$ cat src/rtl/div_arb_pkg.sv
// Shared types and constants for the two-requester divider arbiter.
package div_arb_pkg;

  localparam int unsigned DATA_W_DEF = 8;
  localparam int unsigned RES_W_DEF  = 2 * DATA_W_DEF;

  localparam logic [1:0] ST_IDLE  = 2'd0;
  localparam logic [1:0] ST_ISSUE = 2'd1;
  localparam logic [1:0] ST_WAIT  = 2'd2;
  localparam logic [1:0] ST_RESP  = 2'd3;

  typedef enum logic [1:0] {
    IDLE  = ST_IDLE,
    ISSUE = ST_ISSUE,
    WAIT  = ST_WAIT,
    RESP  = ST_RESP
  } arb_state_e;

  localparam logic REQ0 = 1'b0;
  localparam logic REQ1 = 1'b1;

  // Operand pair as presented to the shared divider.
  typedef struct packed {
    logic [DATA_W_DEF-1:0] a;
    logic [DATA_W_DEF-1:0] b;
  } div_op_t;

endpackage

$ cat src/rtl/div_arbiter_if.sv
// Requester and divider-side signal bundle for div_arbiter.
interface div_arbiter_if #(
  parameter int unsigned DATA_W = div_arb_pkg::DATA_W_DEF,
  parameter int unsigned RES_W  = div_arb_pkg::RES_W_DEF
) ();

  logic              req0;
  logic [DATA_W-1:0] a0;
  logic [DATA_W-1:0] b0;
  logic              ack0;
  logic              res_valid0;
  logic [RES_W-1:0]  res0;
  logic              res_dz0;

  logic              req1;
  logic [DATA_W-1:0] a1;
  logic [DATA_W-1:0] b1;
  logic              ack1;
  logic              res_valid1;
  logic [RES_W-1:0]  res1;
  logic              res_dz1;

  logic              div_start;
  logic [DATA_W-1:0] div_a;
  logic [DATA_W-1:0] div_b;
  logic [RES_W-1:0]  div_quotient;
  logic              div_done;

  // Arbiter side.
  modport slave (
    input  req0, a0, b0, req1, a1, b1, div_quotient, div_done,
    output ack0, res_valid0, res0, res_dz0,
    output ack1, res_valid1, res1, res_dz1,
    output div_start, div_a, div_b
  );

  // Requesters plus divider side.
  modport master (
    output req0, a0, b0, req1, a1, b1, div_quotient, div_done,
    input  ack0, res_valid0, res0, res_dz0,
    input  ack1, res_valid1, res1, res_dz1,
    input  div_start, div_a, div_b
  );

endinterface

$ cat src/rtl/rr_grant2.sv
// Combinational two-way round-robin pick; on a tie the client that did not win last time is chosen.
module rr_grant2 (
  input  logic req0,
  input  logic req1,
  input  logic last_grant,
  output logic grant_valid_c,
  output logic grant_id_c
);

  assign grant_valid_c = req0 | req1;
  assign grant_id_c    = (req0 & req1) ? ~last_grant : req1;

endmodule

$ cat src/rtl/div_arbiter.sv
// Round-robin sharing of one sequential signed divider between two requesters.
// Optional build macro DIV_ZERO_BYPASS_EN answers divide-by-zero requests without using the divider.
module div_arbiter
  import div_arb_pkg::*;
#(
  parameter int unsigned DATA_W = DATA_W_DEF,
  parameter int unsigned RES_W  = RES_W_DEF
) (
  input  logic         clk,
  input  logic         reset,
  div_arbiter_if.slave bus
);

  if (RES_W != 2 * DATA_W) begin : g_bad_width
    $error("div_arbiter: RES_W must equal 2*DATA_W");
  end

  arb_state_e        state_q, state_d;
  logic              owner_q, owner_d;
  logic              last_grant_q, last_grant_d;
  logic              ack0_q, ack0_d, ack1_q, ack1_d;
  logic              rv0_q, rv0_d, rv1_q, rv1_d;
  logic [RES_W-1:0]  res0_q, res0_d, res1_q, res1_d;
  logic              dz0_q, dz0_d, dz1_q, dz1_d;
  logic              start_q, start_d;
  logic [DATA_W-1:0] div_a_q, div_a_d, div_b_q, div_b_d;

  logic              grant_valid_c;
  logic              grant_id_c;
  logic [DATA_W-1:0] sel_a_c;
  logic [DATA_W-1:0] sel_b_c;

  rr_grant2 u_rr_grant2 (
    .req0          (bus.req0),
    .req1          (bus.req1),
    .last_grant    (last_grant_q),
    .grant_valid_c (grant_valid_c),
    .grant_id_c    (grant_id_c)
  );

  assign sel_a_c = (grant_id_c == REQ1) ? bus.a1 : bus.a0;
  assign sel_b_c = (grant_id_c == REQ1) ? bus.b1 : bus.b0;

  // State and registered outputs.
  always_ff @(posedge clk) begin
    if (reset) begin
      state_q      <= IDLE;
      owner_q      <= REQ0;
      last_grant_q <= REQ1;
      ack0_q       <= 1'b0;
      ack1_q       <= 1'b0;
      rv0_q        <= 1'b0;
      rv1_q        <= 1'b0;
      res0_q       <= '0;
      res1_q       <= '0;
      dz0_q        <= 1'b0;
      dz1_q        <= 1'b0;
      start_q      <= 1'b0;
      div_a_q      <= '0;
      div_b_q      <= '0;
    end else begin
      state_q      <= state_d;
      owner_q      <= owner_d;
      last_grant_q <= last_grant_d;
      ack0_q       <= ack0_d;
      ack1_q       <= ack1_d;
      rv0_q        <= rv0_d;
      rv1_q        <= rv1_d;
      res0_q       <= res0_d;
      res1_q       <= res1_d;
      dz0_q        <= dz0_d;
      dz1_q        <= dz1_d;
      start_q      <= start_d;
      div_a_q      <= div_a_d;
      div_b_q      <= div_b_d;
    end
  end

  // Next state and next output values; every output register is set up one cycle ahead.
  always_comb begin
    state_d      = state_q;
    owner_d      = owner_q;
    last_grant_d = last_grant_q;
    ack0_d       = 1'b0;
    ack1_d       = 1'b0;
    rv0_d        = 1'b0;
    rv1_d        = 1'b0;
    res0_d       = res0_q;
    res1_d       = res1_q;
    dz0_d        = dz0_q;
    dz1_d        = dz1_q;
    start_d      = 1'b0;
    div_a_d      = div_a_q;
    div_b_d      = div_b_q;

    unique case (state_q)
      IDLE: begin
        if (grant_valid_c) begin
          owner_d      = grant_id_c;
          last_grant_d = grant_id_c;
          div_a_d      = sel_a_c;
          div_b_d      = sel_b_c;
          ack0_d       = (grant_id_c == REQ0);
          ack1_d       = (grant_id_c == REQ1);
`ifdef DIV_ZERO_BYPASS_EN
          if (sel_b_c == '0) begin
            state_d = RESP;
            if (grant_id_c == REQ0) begin
              res0_d = '0;
              dz0_d  = 1'b1;
            end else begin
              res1_d = '0;
              dz1_d  = 1'b1;
            end
          end else begin
            state_d = ISSUE;
            start_d = 1'b1;
          end
`else
          state_d = ISSUE;
          start_d = 1'b1;
`endif
        end
      end

      ISSUE: begin
        state_d = WAIT;
      end

      WAIT: begin
        if (bus.div_done) begin
          state_d = RESP;
          if (owner_q == REQ0) begin
            res0_d = bus.div_quotient;
            dz0_d  = 1'b0;
          end else begin
            res1_d = bus.div_quotient;
            dz1_d  = 1'b0;
          end
        end
      end

      RESP: begin
        rv0_d   = (owner_q == REQ0);
        rv1_d   = (owner_q == REQ1);
        state_d = IDLE;
      end

      default: begin
        state_d = IDLE;
      end
    endcase
  end

  assign bus.ack0       = ack0_q;
  assign bus.ack1       = ack1_q;
  assign bus.res_valid0 = rv0_q;
  assign bus.res_valid1 = rv1_q;
  assign bus.res0       = res0_q;
  assign bus.res1       = res1_q;
  assign bus.res_dz0    = dz0_q;
  assign bus.res_dz1    = dz1_q;
  assign bus.div_start  = start_q;
  assign bus.div_a      = div_a_q;
  assign bus.div_b      = div_b_q;

endmodule

$ cat src/flat_wrapper.sv
// flat-port wrapper written by rule: the top's interface ports become plain ports
module div_arbiter_flat import div_arb_pkg::*;
#(
  parameter int unsigned DATA_W = DATA_W_DEF,
  parameter int unsigned RES_W  = RES_W_DEF
)
  (clk, reset, bus_req0, bus_a0, bus_b0, bus_req1, bus_a1, bus_b1, bus_div_quotient, bus_div_done, bus_ack0, bus_res_valid0, bus_res0, bus_res_dz0, bus_ack1, bus_res_valid1, bus_res1, bus_res_dz1, bus_div_start, bus_div_a, bus_div_b);
  div_arbiter_if #(.DATA_W(DATA_W), .RES_W(RES_W)) bus_i ();
  input  logic clk;
  input  logic reset;
  input wire logic [$bits(bus_i.req0)-1:0] bus_req0;
  input wire logic [$bits(bus_i.a0)-1:0] bus_a0;
  input wire logic [$bits(bus_i.b0)-1:0] bus_b0;
  input wire logic [$bits(bus_i.req1)-1:0] bus_req1;
  input wire logic [$bits(bus_i.a1)-1:0] bus_a1;
  input wire logic [$bits(bus_i.b1)-1:0] bus_b1;
  input wire logic [$bits(bus_i.div_quotient)-1:0] bus_div_quotient;
  input wire logic [$bits(bus_i.div_done)-1:0] bus_div_done;
  output wire logic [$bits(bus_i.ack0)-1:0] bus_ack0;
  output wire logic [$bits(bus_i.res_valid0)-1:0] bus_res_valid0;
  output wire logic [$bits(bus_i.res0)-1:0] bus_res0;
  output wire logic [$bits(bus_i.res_dz0)-1:0] bus_res_dz0;
  output wire logic [$bits(bus_i.ack1)-1:0] bus_ack1;
  output wire logic [$bits(bus_i.res_valid1)-1:0] bus_res_valid1;
  output wire logic [$bits(bus_i.res1)-1:0] bus_res1;
  output wire logic [$bits(bus_i.res_dz1)-1:0] bus_res_dz1;
  output wire logic [$bits(bus_i.div_start)-1:0] bus_div_start;
  output wire logic [$bits(bus_i.div_a)-1:0] bus_div_a;
  output wire logic [$bits(bus_i.div_b)-1:0] bus_div_b;
  assign bus_i.req0 = bus_req0;
  assign bus_i.a0 = bus_a0;
  assign bus_i.b0 = bus_b0;
  assign bus_i.req1 = bus_req1;
  assign bus_i.a1 = bus_a1;
  assign bus_i.b1 = bus_b1;
  assign bus_i.div_quotient = bus_div_quotient;
  assign bus_i.div_done = bus_div_done;
  assign bus_ack0 = bus_i.ack0;
  assign bus_res_valid0 = bus_i.res_valid0;
  assign bus_res0 = bus_i.res0;
  assign bus_res_dz0 = bus_i.res_dz0;
  assign bus_ack1 = bus_i.ack1;
  assign bus_res_valid1 = bus_i.res_valid1;
  assign bus_res1 = bus_i.res1;
  assign bus_res_dz1 = bus_i.res_dz1;
  assign bus_div_start = bus_i.div_start;
  assign bus_div_a = bus_i.div_a;
  assign bus_div_b = bus_i.div_b;
  div_arbiter #(.DATA_W(DATA_W), .RES_W(RES_W)) u_core (.clk(clk), .reset(reset), .bus(bus_i));
endmodule
$ cat config.mk
export PLATFORM = sky130hd
export DESIGN_NAME = div_arbiter_flat
export DESIGN_NICKNAME = d
export VERILOG_FILES = /design/src/rtl/div_arb_pkg.sv /design/src/rtl/div_arbiter_if.sv /design/src/rtl/rr_grant2.sv /design/src/rtl/div_arbiter.sv /design/src/flat_wrapper.sv
export SDC_FILE = /design/constraint.sdc
export NUM_CORES = 1
export LEC_CHECK = 0
export BUFFER_PORTS_ARGS = -buffer_cell sky130_fd_sc_hd__buf_2
export CAP_MARGIN = 0
export CORE_MARGIN = 2
export CORE_UTILIZATION = 40
export DETAILED_ROUTE_END_ITERATION = 10
export GPL_TIMING_DRIVEN = 1
export PLACE_DENSITY = 0.79
export SLEW_MARGIN = 10
export SYNTH_ARGS = -nofsm -noshare
export SYNTH_HDL_FRONTEND = slang
export SYNTH_SLANG_ARGS = --single-unit
$ cat constraint.sdc
create_clock -name clk -period 1.5 [get_ports clk]
set_input_delay 0.15 -clock clk [delete_from_list [all_inputs] [get_ports clk]]
set_output_delay 0.15 -clock clk [all_outputs]
set_load 0.01 [all_outputs]
---- After elaboration in Yosys (flattened, before gate mapping) ----
Index checks and enable logic that the tools add are counted.
word-level totals
  register bits after elaboration ......... 57
  word-level logic and storage cells ...... 40
operators by class
  muxes and demuxes ....................... 7
  equal/unequal tests ..................... 5
  bitwise logic cells ..................... 8
  reduce and logical (&&, ||, !) cells .... 8
operator list
  cell                  count
  $mux W8               2
  $pmux W2 S4           1
  $not A1 Y1            6
  $reduce_and A3 Y1     2
  $eq A2 B2 Y1 const B  2
  $mux W2               2
  $reduce_and A2 Y1     2
  $reduce_or A2 Y1      2
  $reduce_or A3 Y1      1
  $eq A2 B1 Y1 const B  1
  $logic_not A2 Y1      1
  $mux W1               2
  $ne A2 B1 Y1 const B  1
  $ne A2 B2 Y1 const B  1
  $and A1 B1 Y1         1
  $or A1 B1 Y1          1

---- Logic depth before layout (Yosys ltp) ----
Gate-level depths: netlist (run 1).
  depth after elaboration ................. 3
  mapped depth ............................ 7

---- By module ----
A second synthesis (run 1) with hierarchy kept.
second synthesis, totals
  cell total of the unflattened synthesis .. 250
  area, all modules ....................... 2225.9 um^2
by module, submodules not included
  module       instances  sequential area each (um^2)  area an instance (um^2)  cells each
  div_arbiter  1          1141.1                       2212.1                   248
  rr_grant2    1          0.0                          13.8                     2

---- Worst setup path before layout (run 1) ----
Ideal clock, no wire load.
  path type ............................... reg2reg
  from .................................... reg u_core.state_q[0]
  to ...................................... reg u_core.div_a_q[0] (netlist: u_core.bus.div_a[0])
  data required time ...................... 1.414 ns
  setup time .............................. 0.086 ns
  path slack .............................. 0.075 ns
  arrival ................................. 1.340 ns
  clock period less this slack ............ 1.425 ns
  cell stages (with the launch flop) ...... 8
  path through ............................ dfxtp_1 -> inv_1 -> ha_1 -> buf_2 -> o21a_1 -> buf_4 -> nor2_1 -> a211oi_1
between the ends
  cells in the longest elaborated chain, start to end .. 2
ends and longest elaborated chain
  element                             line               text
  start: declaration                  div_arbiter.sv:18  arb_state_e state_q, state_d;
  start signal: assignment            div_arbiter.sv:62  state_q <= state_d;
  $logic_not A2 Y1                    div_arbiter.sv:96  unique case (state_q)
  $reduce_and A2 Y1 (no source line)  --
  end signal: assignment              div_arbiter.sv:74  div_a_q <= div_a_d;
  end: declaration                    div_arbiter.sv:26  logic [DATA_W-1:0] div_a_q, div_a_d, div_b_q, div_b_d;
Every way passes these cells.
A chain may end at the register's enable or synchronous reset.

---- Worst setup path after layout (run 1) ----
  from .................................... reg u_core.state_q[1]
  to ...................................... reg u_core.last_grant_q
between the ends
  cells in the longest elaborated chain, start to end .. 2
ends and longest elaborated chain
  element                             line               text
  $logic_not A2 Y1                    div_arbiter.sv:96
  $reduce_and A2 Y1 (no source line)  --
  end signal: assignment              div_arbiter.sv:64  last_grant_q <= last_grant_d;
  end: declaration                    div_arbiter.sv:20  logic last_grant_q, last_grant_d;
Every way passes these cells.

==> impl_metrics.ini, run 1 <==
[outcome]
outcome = finished, final reports clean

[pwr]
power.density_nw_per_um2 = 1610
switchingPower_mw = 1.67
leakage_nw = 1.44
ir_drop_uv = 804
combPwrFrac = 0.338
p_seq_frac = 0.381
p_sw_frac = 0.333
intPower_mw = 3.34
power.total_mw = 5.02
p_clk_frac = 0.281

[grt]
grt_max_degree = 24
overflow = 0
grt_pass1_wl_mm = 9.43
grt_usage = 0.191
antenna_found_initial = 0
grt_pass1_vias = 2186

[die]
die_w_um = 79.5
io_pins = 108
row_count = 27
core_um2 = 5510
dieArea_um2 = 6310
die_h_um = 79.5
initial_core_util = 0.414

[routing]
drtIter0Drc = 50
ant_nets = 0
wl_mm = 6.00
dr.pass1.iters = 4
viasPerCell = 4.96
drc = 0
post_drt_wl_per_cell_um = 13.2
dr_total_vias = 2262

[synth]
synth_cell_types = 32
yosysMostFrequentCell = nand2_1
synth_area_leaders = dfxtp_1, nand2_1, a21oi_1, a211oi_2, nor2_1
synth.avg_cell_area_um2 = 8.34
ys.flop_type = dfxtp_1
async_flop_share = 0
synth_top_area_cell = dfxtp_1
netlist_area_um2 = 2280
synth-edff-count = 0
netlist_instances = 273
synthTopCellsByCount = nand2_1, dfxtp_1, a21oi_1
synth-warning-count = 0
ys_seq_elements = 57
ys_seq_area_frac = 0.501
synth_top_area_frac = 0.501

[cts]
hold_buffers = 0
cts_buffers = 9
ctsRootBufferMaster = clkbuf_8
cts.clk_slew.worst_paths_ps = 60
clock_latency_ps = 330
cts.sinks = 57
h-tree-depth = 3
cts_tree = built
clockBufferDepth = 2

[placement]
port-buffer-count = 105
preCtsSetupSlack_ps = -33.6
gp_congestion = 0.801
hpwl_mm = 4.09
placed_cell_area_um2 = 2880

[cells_and_area]
post_route_cells_drive_above_1_share = 0.378
multi_input_area_um2 = 1050
area_growth_pct = 36.4
final_cell_area_um2 = 3110
n_antenna_cell = 0
fillCellCount = 548
final_util = 0.564
nets = 438
seqCellArea_um2 = 1140

[timing]
drv_slew = 0
final_hold_viol_count = 0
finalWorstSetupSlack_ps = 118
rsz0062_at_grt = no
hold_ws_ps = 68.9
finalSetupViolCount = 0
timing.final.crit_share = 0.921
fmax_mhz = 724
finClkSkew_ps = 4.81
finalCriticalPeriod_ps = 1380

[min_path]
min_to = u_core.bus.res0[8]
hold_start = bus_div_quotient[8]
worst_hold_path_type = input port to flip-flop
hold_depth = 3

[critical_path]
rr_worst_depth = 6
start_kind = flip-flop
cp_max_fo = 7
arrival_ps = 1590
r2r_slack_ps = 120
criticalPathCategory = flip-flop to flip-flop
rr_endpoint = u_core.last_grant_q
required_ps = 1710
reg2reg_from = u_core.state_q[1]
end_kind = flip-flop

[flow_run]
maxCapViolations = 0
kinds of logic (layout without fill, tap and decap cells):
kind of cell / count (synthesis) / count (layout) / share of synthesized area
adders and majority gates: 5 / 5 / 0.0275
DFF: 57 / 57 / 0.501
and+or+nand+nor: 113 / 113 / 0.201
AOI/OAI and AO/OA: 74 / 75 / 0.216
other: 1 / 2 / 0.00165
muxes: 1 / 1 / 0.00440
buffers and inverters: 22 / 131 / 0.0484
power groups by stage:
stage                     clock network [mW]  logic [mW]  registers [mW]
after global routing                    1.52        1.90            1.94
after CTS                               1.45        1.60            1.91
after detailed placement                   0        1.58            1.93
after global placement                     0        1.52            1.93
final                                   1.41        1.69            1.91
after floorplan                            0       0.919            2.03
cell usage in the layout (no fill, tap or decap), types with 4 or more instances in the layout:
cell,n
a211oi_1,8
nand2_1,82
ha_1,4
dfxtp_1,57
clkbuf_8,11
nor2_1,20
buf_2,105
a21oi_1,51
buf_4,7
a211oi_2,8
per-stage QoR:
stage,cells,setup TNS [ps]
6_report,456,0
4_1_cts,454,0
3_5_place_dp,439,-184
2_1_floorplan,274,0
5_1_grt,456,0
3_3_place_gp,439,0
critical path: stages (launching register included):
cell and delay [ps]:
dfxtp_1 410, inv_2 90, ha_4 200, buf_4 140, a21oi_1 110, a31oi_1 40
or2_2 270
final cells by class:
type	instances	share of cell area
clock buffer	12	0.0500
clock inverter	3	0.0129
inverter	2	0.00242
multi-input combinational	196	0.339
sequential	57	0.367
tap	72	0.0290
timing repair buffer	114	0.199
flip-flops by register name, summed over array words and instances (netlist names), 2 cells and up:
signal / cells
u_core.bus.res1: 16
u_core.state_q: 2
u_core.bus.div_a: 8
u_core.bus.res0: 16
u_core.bus.div_b: 8
worst max path at each step:
stage                      start                  end  slack [ps]  cells after the start
3_3_place_gp   u_core.state_q[0]   u_core.bus.res0[4]          50                      5
4_1_cts        u_core.state_q[0]  u_core.bus.div_a[7]          30                      6
5_1_grt        u_core.state_q[1]  u_core.bus.div_b[6]           5                      6
3_5_place_dp   u_core.state_q[0]   u_core.bus.res0[7]         -30                      5
6_report       u_core.state_q[1]  u_core.last_grant_q         120                      6
2_1_floorplan  u_core.state_q[0]  u_core.bus.div_a[0]          70                      7
metal layers:
metal	track usage	wire, um
met3	0.0498	523
met1	0.213	2540
met5	0	0
met2	0.340	2860
met4	0.0828	78
timing repair:
item	in CTS	in global routing
cloned	0	1
buffers inserted	0	1
resized for setup	3	3
endpoints found under the setup margin	25	16
pin swaps	0	1
No activity file was read; power rests on OpenSTA's default activity.
==> run 2: changes to the inputs <==
Settings changed: PLACE_DENSITY 0.79 to 0.7.
==> run 2 against run 1 <==
Net effect: first-iteration DRC count is 120% higher; routed wire length is 1.5% lower; total power is 0.49% higher; sequential cell count stayed put; sequential power hardly changed; clock skew is 1.4 ps higher; global-route usage is 0.41 points higher; non-clock buffer count stayed put; utilization is 0.57 points higher; hold slack worse by 8.9 ps; clock power is 4% higher; critical endpoint is now u_core.state_q[0].
==> impl_metrics.ini, run 2 (same netlist as run 1, synthesis figures left out) <==
[grt]
use_met3 = 0.0747
use_met1 = 0.229
antenna_found_initial = 0
grt_pass1_vias = 2146
grt_max_degree = 28
top_usage_layer = met2
grt_pass1_wl_mm = 9.61
overflow = 0
grt_use_met2 = 0.327
grt_usage = 0.195

[cells_and_area]
final_common_cell = buf_2
fin_cells = 456
n_antenna_cell = 0
nets = 437
post_route_cells_drive_above_1_share = 0.370
area_growth_pct = 37.7
final_cell_mix = buf_2, nand2_1, dfxtp_1

[die]
row_count = 27
die_w_um = 79.5
core_um2 = 5510
die_h_um = 79.5
io_pins = 108
initial_core_util = 0.414
dieArea_um2 = 6310

[timing]
finalWorstSetupSlack_ps = 139
tns_ps = 0
final_hold_viol_count = 0
fmax_mhz = 735
relSlewSlack = 0.659
finClkSkew_ps = 6.18
rsz0062_at_grt = no
finalCriticalPeriod_ps = 1360
drv_slew = 0
timing.final.crit_share = 0.907
finalSetupViolCount = 0
hold_ws_ps = 60.0
worst_pin_slew_ps = 510

[critical_path]
criticalPathCategory = flip-flop to flip-flop
reg2reg_from = u_core.state_q[0]
rr_worst_depth = 5
r2r_slack_ps = 140
worst-path-buf-inv = 1
rr_endpoint = u_core.state_q[0]
end_kind = flip-flop
crit_path_start = u_core.state_q[0]
slowest_delay_ps = 390
slowest_stage = a2111o_1
crit_family = compound AO/OA/AOI/OAI gates
cp_max_fo = 5
path_cells = inv_2 > ha_1 > nor2b_1 > a2111o_1 > o31ai_1
start_kind = flip-flop
required_ps = 1740
arrival_ps = 1600

[min_path]
hold_depth = 3
min_to = u_core.bus.div_a[0]
worst_hold_path_type = input port to flip-flop
hold_start = bus_a0[0]

[placement]
preCtsSetupSlack_ps = -43.6
gp_congestion = 0.726
placed_cells = 439
port-buffer-count = 105
hpwl_mm = 4.14

[outcome]
outcome = finished, final reports clean

[routing]
drtIter0Drc = 110
wl_mm = 5.91
viasPerCell = 4.91
drc = 0
dr.pass1.iters = 4
dr_total_vias = 2241
ant_nets = 0
post_drt_wl_per_cell_um = 13.0

[cts]
clockBufferDepth = 2
cts_tree = built
clock_latency_ps = 330
cts.sinks = 57
cts.clk_slew.worst_paths_ps = 60
h-tree-depth = 3
hold_buffers = 0
ctsRootBufferMaster = clkbuf_8
cts_buffers = 9

[pwr]
ir_drop_uv = 909
power.density_nw_per_um2 = 1610
leakage_nw = 1.45

[flow_run]
maxCapViolations = 0
run 2: changes by cell type in the layout (fill, tap and decap cells not counted):
| cell | change |
|---|---|
| and3_2 | -1 |
| and3_4 | +1 |
| and3b_1 | +1 |
| and3b_2 | -1 |
| buf_12 | +2 |
| buf_4 | -2 |
| clkbuf_1 | +1 |
| clkbuf_8 | +1 |
| clkinv_2 | -1 |
| inv_1 | +1 |
| inv_2 | -1 |
| o21ai_2 | -1 |
run 2: cell type report:
class                           instances  area [um^2]
Multi-Input combinational cell        195         1050
Timing Repair Buffer                  114          643
Clock buffer                           14          173
Fill cell                             527         2370
Inverter                                2         7.51
Sequential cell                        57         1140
Tap cell                               72         90.1
Clock inverter                          2         35.0
run 2: metrics by stage:
stage | util | total power, mW | instance area [um^2]
final | 0.570 | 5.04 | 3140
after global routing | 0.570 | 5.38 | 3140
after CTS | 0.566 | 5.02 | 3120
after detailed placement | 0.527 | 3.53 | 2900
after global placement | 0.527 | 3.48 | 2900
after floorplan | - | 2.95 | 2280
run 2: worst max path at each step:
stage,endpoint,depth (start not counted)
4_1_cts,u_core.bus.div_b[3],6
3_3_place_gp,u_core.bus.res1[15],5
3_5_place_dp,u_core.bus.div_b[3],6
5_1_grt,u_core.bus.div_b[4],5
2_1_floorplan,u_core.bus.div_a[0],7
6_report,u_core.state_q[0],5
run 2: worst reg2reg max path: cells and delay by family, from the launching register on:
family	cells	cell delay (ps)
compound gates	2	460
fa+ha+maj	1	230
buf+inv	1	80
flops	1	340
simple gates	1	160
run 2: power by group:
group / leakage [nW] / internal, mW / switching, mW / total [mW]
clock: 0.107 / 0.902 / 0.571 / 1.47
combinational: 0.875 / 0.729 / 0.925 / 1.65
sequential: 0.465 / 1.77 / 0.144 / 1.91
run 2: timing repair:
item,in CTS,in global routing
gates resized for setup,2,3
buffers inserted,0,1
endpoints found under the setup margin,30,15
run 2: per-layer routing:
metal / vias up / wire length (um)
met5: - / 0
met4: 0 / 57
met3: 6 / 545
met2: 107 / 2770
met1: 1010 / 2540
li1: 1118 / -
==> run 3: changes to the inputs <==
Settings changed: SYNTH_HIERARCHICAL set to 1.
==> run 3 against run 2 <==
Net effect: total power shrank 15%; routed wire length is 17% lower; critical path type unchanged; utilization is 2.1 points lower; count of clock-buffer cells in the layout down 2; highest routed layer unchanged; via count fell by 11%; final area decreased by 4.9%.
==> impl_metrics.ini, run 3 <==
[critical_path]
rr_endpoint = u_core/state_q[0]
r2r_slack_ps = 50
crit_family = simple AND/OR/NAND/NOR gates
rr_worst_depth = 5
criticalPathCategory = flip-flop to flip-flop
worst-path-buf-inv = 1
arrival_ps = 1670
cp_max_fo = 4
reg2reg_from = u_core/state_q[1]
slowest_delay_ps = 380
start_kind = flip-flop
crit_end = u_core/state_q[0]
crit_path_start = u_core/state_q[1]
worst-path-stages = 5
required_ps = 1720
path_cells = inv_1 > ha_1 > nor2b_1 > or3_1 > o211a_1
end_kind = flip-flop
slowest_stage = dfxtp_1

[die]
dieArea_um2 = 6180
initial_core_util = 0.409
row_count = 27
die_w_um = 78.6
die_h_um = 78.6
core_um2 = 5440
io_pins = 108

[synth]
ys_seq_elements = 57
async_flop_share = 0
synth_cell_types = 31
ys.flop_type = dfxtp_1
yosysMostFrequentCell = nand2_1
synth_top_area_frac = 0.513
synth.avg_cell_area_um2 = 8.90
synthTopCellsByCount = nand2_1, dfxtp_1, a21oi_1
yosys.area_share.simple = 0.179
synth_top_family_by_area = simple AND/OR/NAND/NOR gates
netlist_area_um2 = 2230
ys_seq_area_frac = 0.513
synth-warning-count = 6
synth_top_area_cell = dfxtp_1
netlist_instances = 250
synth_area_leaders = dfxtp_1, nand2_1, mux2i_1, a21oi_1, ha_1
synth-edff-count = 0
synth-compound-area-share = 0.136
synth-adder-area-share = 0.0225
synth_xor_area_frac = 0
synth.area.mux_share = 0.0764

[routing]
post_drt_wl_per_cell_um = 11.3
wl_mm = 4.88
dr.pass1.iters = 4
drtIter0Drc = 105
drc = 0
viasPerCell = 4.59
dr_total_vias = 1984
ant_nets = 0

[cts]
ctsRootBufferMaster = clkbuf_8
post_cts_buffers = 0
cts_tree = built
hold_buffers = 0
clock_latency_ps = 330
h-tree-depth = 3
clockBufferDepth = 2
cts.sinks = 57
ctsResizeCount = 2
cts_buffers = 9
cts.clk_slew.worst_paths_ps = 60

[timing]
finClkSkew_ps = 9.10
drv_slew = 0
timing.final.crit_share = 0.966
finalSetupViolCount = 0
finalCriticalPeriod_ps = 1450
hold_ws_ps = 60.6
fmax_mhz = 690
rsz0062_at_grt = yes
final_hold_viol_count = 0
tns_ps = 0

[grt]
grt_usage = 0.166
grt_pass1_vias = 1790
grt_pass1_wl_mm = 7.99
overflow = 0
antenna_found_initial = 0
grt_max_degree = 34

[min_path]
worst_hold_path_type = input port to flip-flop
hold_start = bus_div_quotient[10]

[cells_and_area]
nets = 413
final_cell_area_um2 = 2980
final_cell_mix = buf_2, nand2_1, dfxtp_1
n_antenna_cell = 0
final_common_cell = buf_2
area_growth_pct = 34.0
fillCellCount = 529
post_route_cells_drive_above_1_share = 0.372

[pwr]
leakage_nw = 1.42
ir_drop_uv = 782
power.density_nw_per_um2 = 1440

[placement]
hpwl_mm = 3.58
port-buffer-count = 105
placed_cell_area_um2 = 2780
gp_congestion = 0.725

[outcome]
outcome = finished, final reports clean

[flow_run]
maxCapViolations = 0
==> run 3: changes by cell type after synthesis, moves of 8 or more <==
cell,previous run,this run
a21oi_1,51,31
mux2i_1,1,17
a211oi_2,8,0
a211oi_1,8,0
nor2_1,20,2
o21ai_0,0,8
o21ai_1,0,8
==> run 3: stage by stage <==
step                       util  std cells  total power, mW  setup WS [ps]
after detailed placement  0.511        417             2.90          -80.7
after CTS                 0.547        432             4.33           62.1
after global routing      0.548        432             4.54          -29.1
after global placement    0.511        417             2.88          -11.4
after floorplan               -        251             2.54            156
final                     0.548        432             4.29           50.8
==> run 3: kinds of logic after synthesis <==
family / after synthesis
adders and majority gates: 4
DFF: 57
and+or+nand+nor: 94
AOI/OAI and AO/OA: 54
muxes: 17
other: 1
buffers and inverters: 23
==> run 3: report_power, final <==
part	internal [mW]	leakage, nW	total, mW	switching, mW
clock	0.843	0.102	1.42	0.577
sequential	1.74	0.464	1.85	0.115
combinational	0.447	0.853	1.02	0.569
total	3.03	1.42	4.29	1.26
==> run 3: cell type report <==
class / instances / area (um^2) / share of cell area
flip-flops and latches: 57 / 1140 / 0.383
clock inverters: 3 / 40.0 / 0.0134
multi-input cells: 171 / 942 / 0.316
clock buffers: 12 / 155 / 0.0520
repair buffers: 110 / 588 / 0.197
well taps: 72 / 90.1 / 0.0302
inverters: 7 / 26.3 / 0.00881
==> run 3: how the worst min path moves through the flow <==
stage                     cells after the start  slack (ps)                  end
after floorplan                               2         280  u_core/bus.res1[10]
after global routing                          3          60  u_core/bus.res1[12]
after CTS                                     3          50  u_core/bus.res1[12]
after global placement                        3         410   u_core/bus.res0[8]
final                                         3          60  u_core/bus.res1[10]
after detailed placement                      3         410  u_core/bus.res1[12]
==> run 3: tightest hold or removal path: cells and delay by family <==
family	cells	cell delay [ps]
buffers and inverters	1	100
and+or+nand+nor	1	50
AOI/OAI and AO/OA	1	50
==> run 3: metal layers <==
layer  vias to the layer above  GRT usage  share of wire
met1                       864      0.194           0.44
met2                        83      0.260           0.44
met4                         0      0.105          0.025
li1                       1025          -              -
met3                        12     0.0563          0.093
met5                         -          0              0
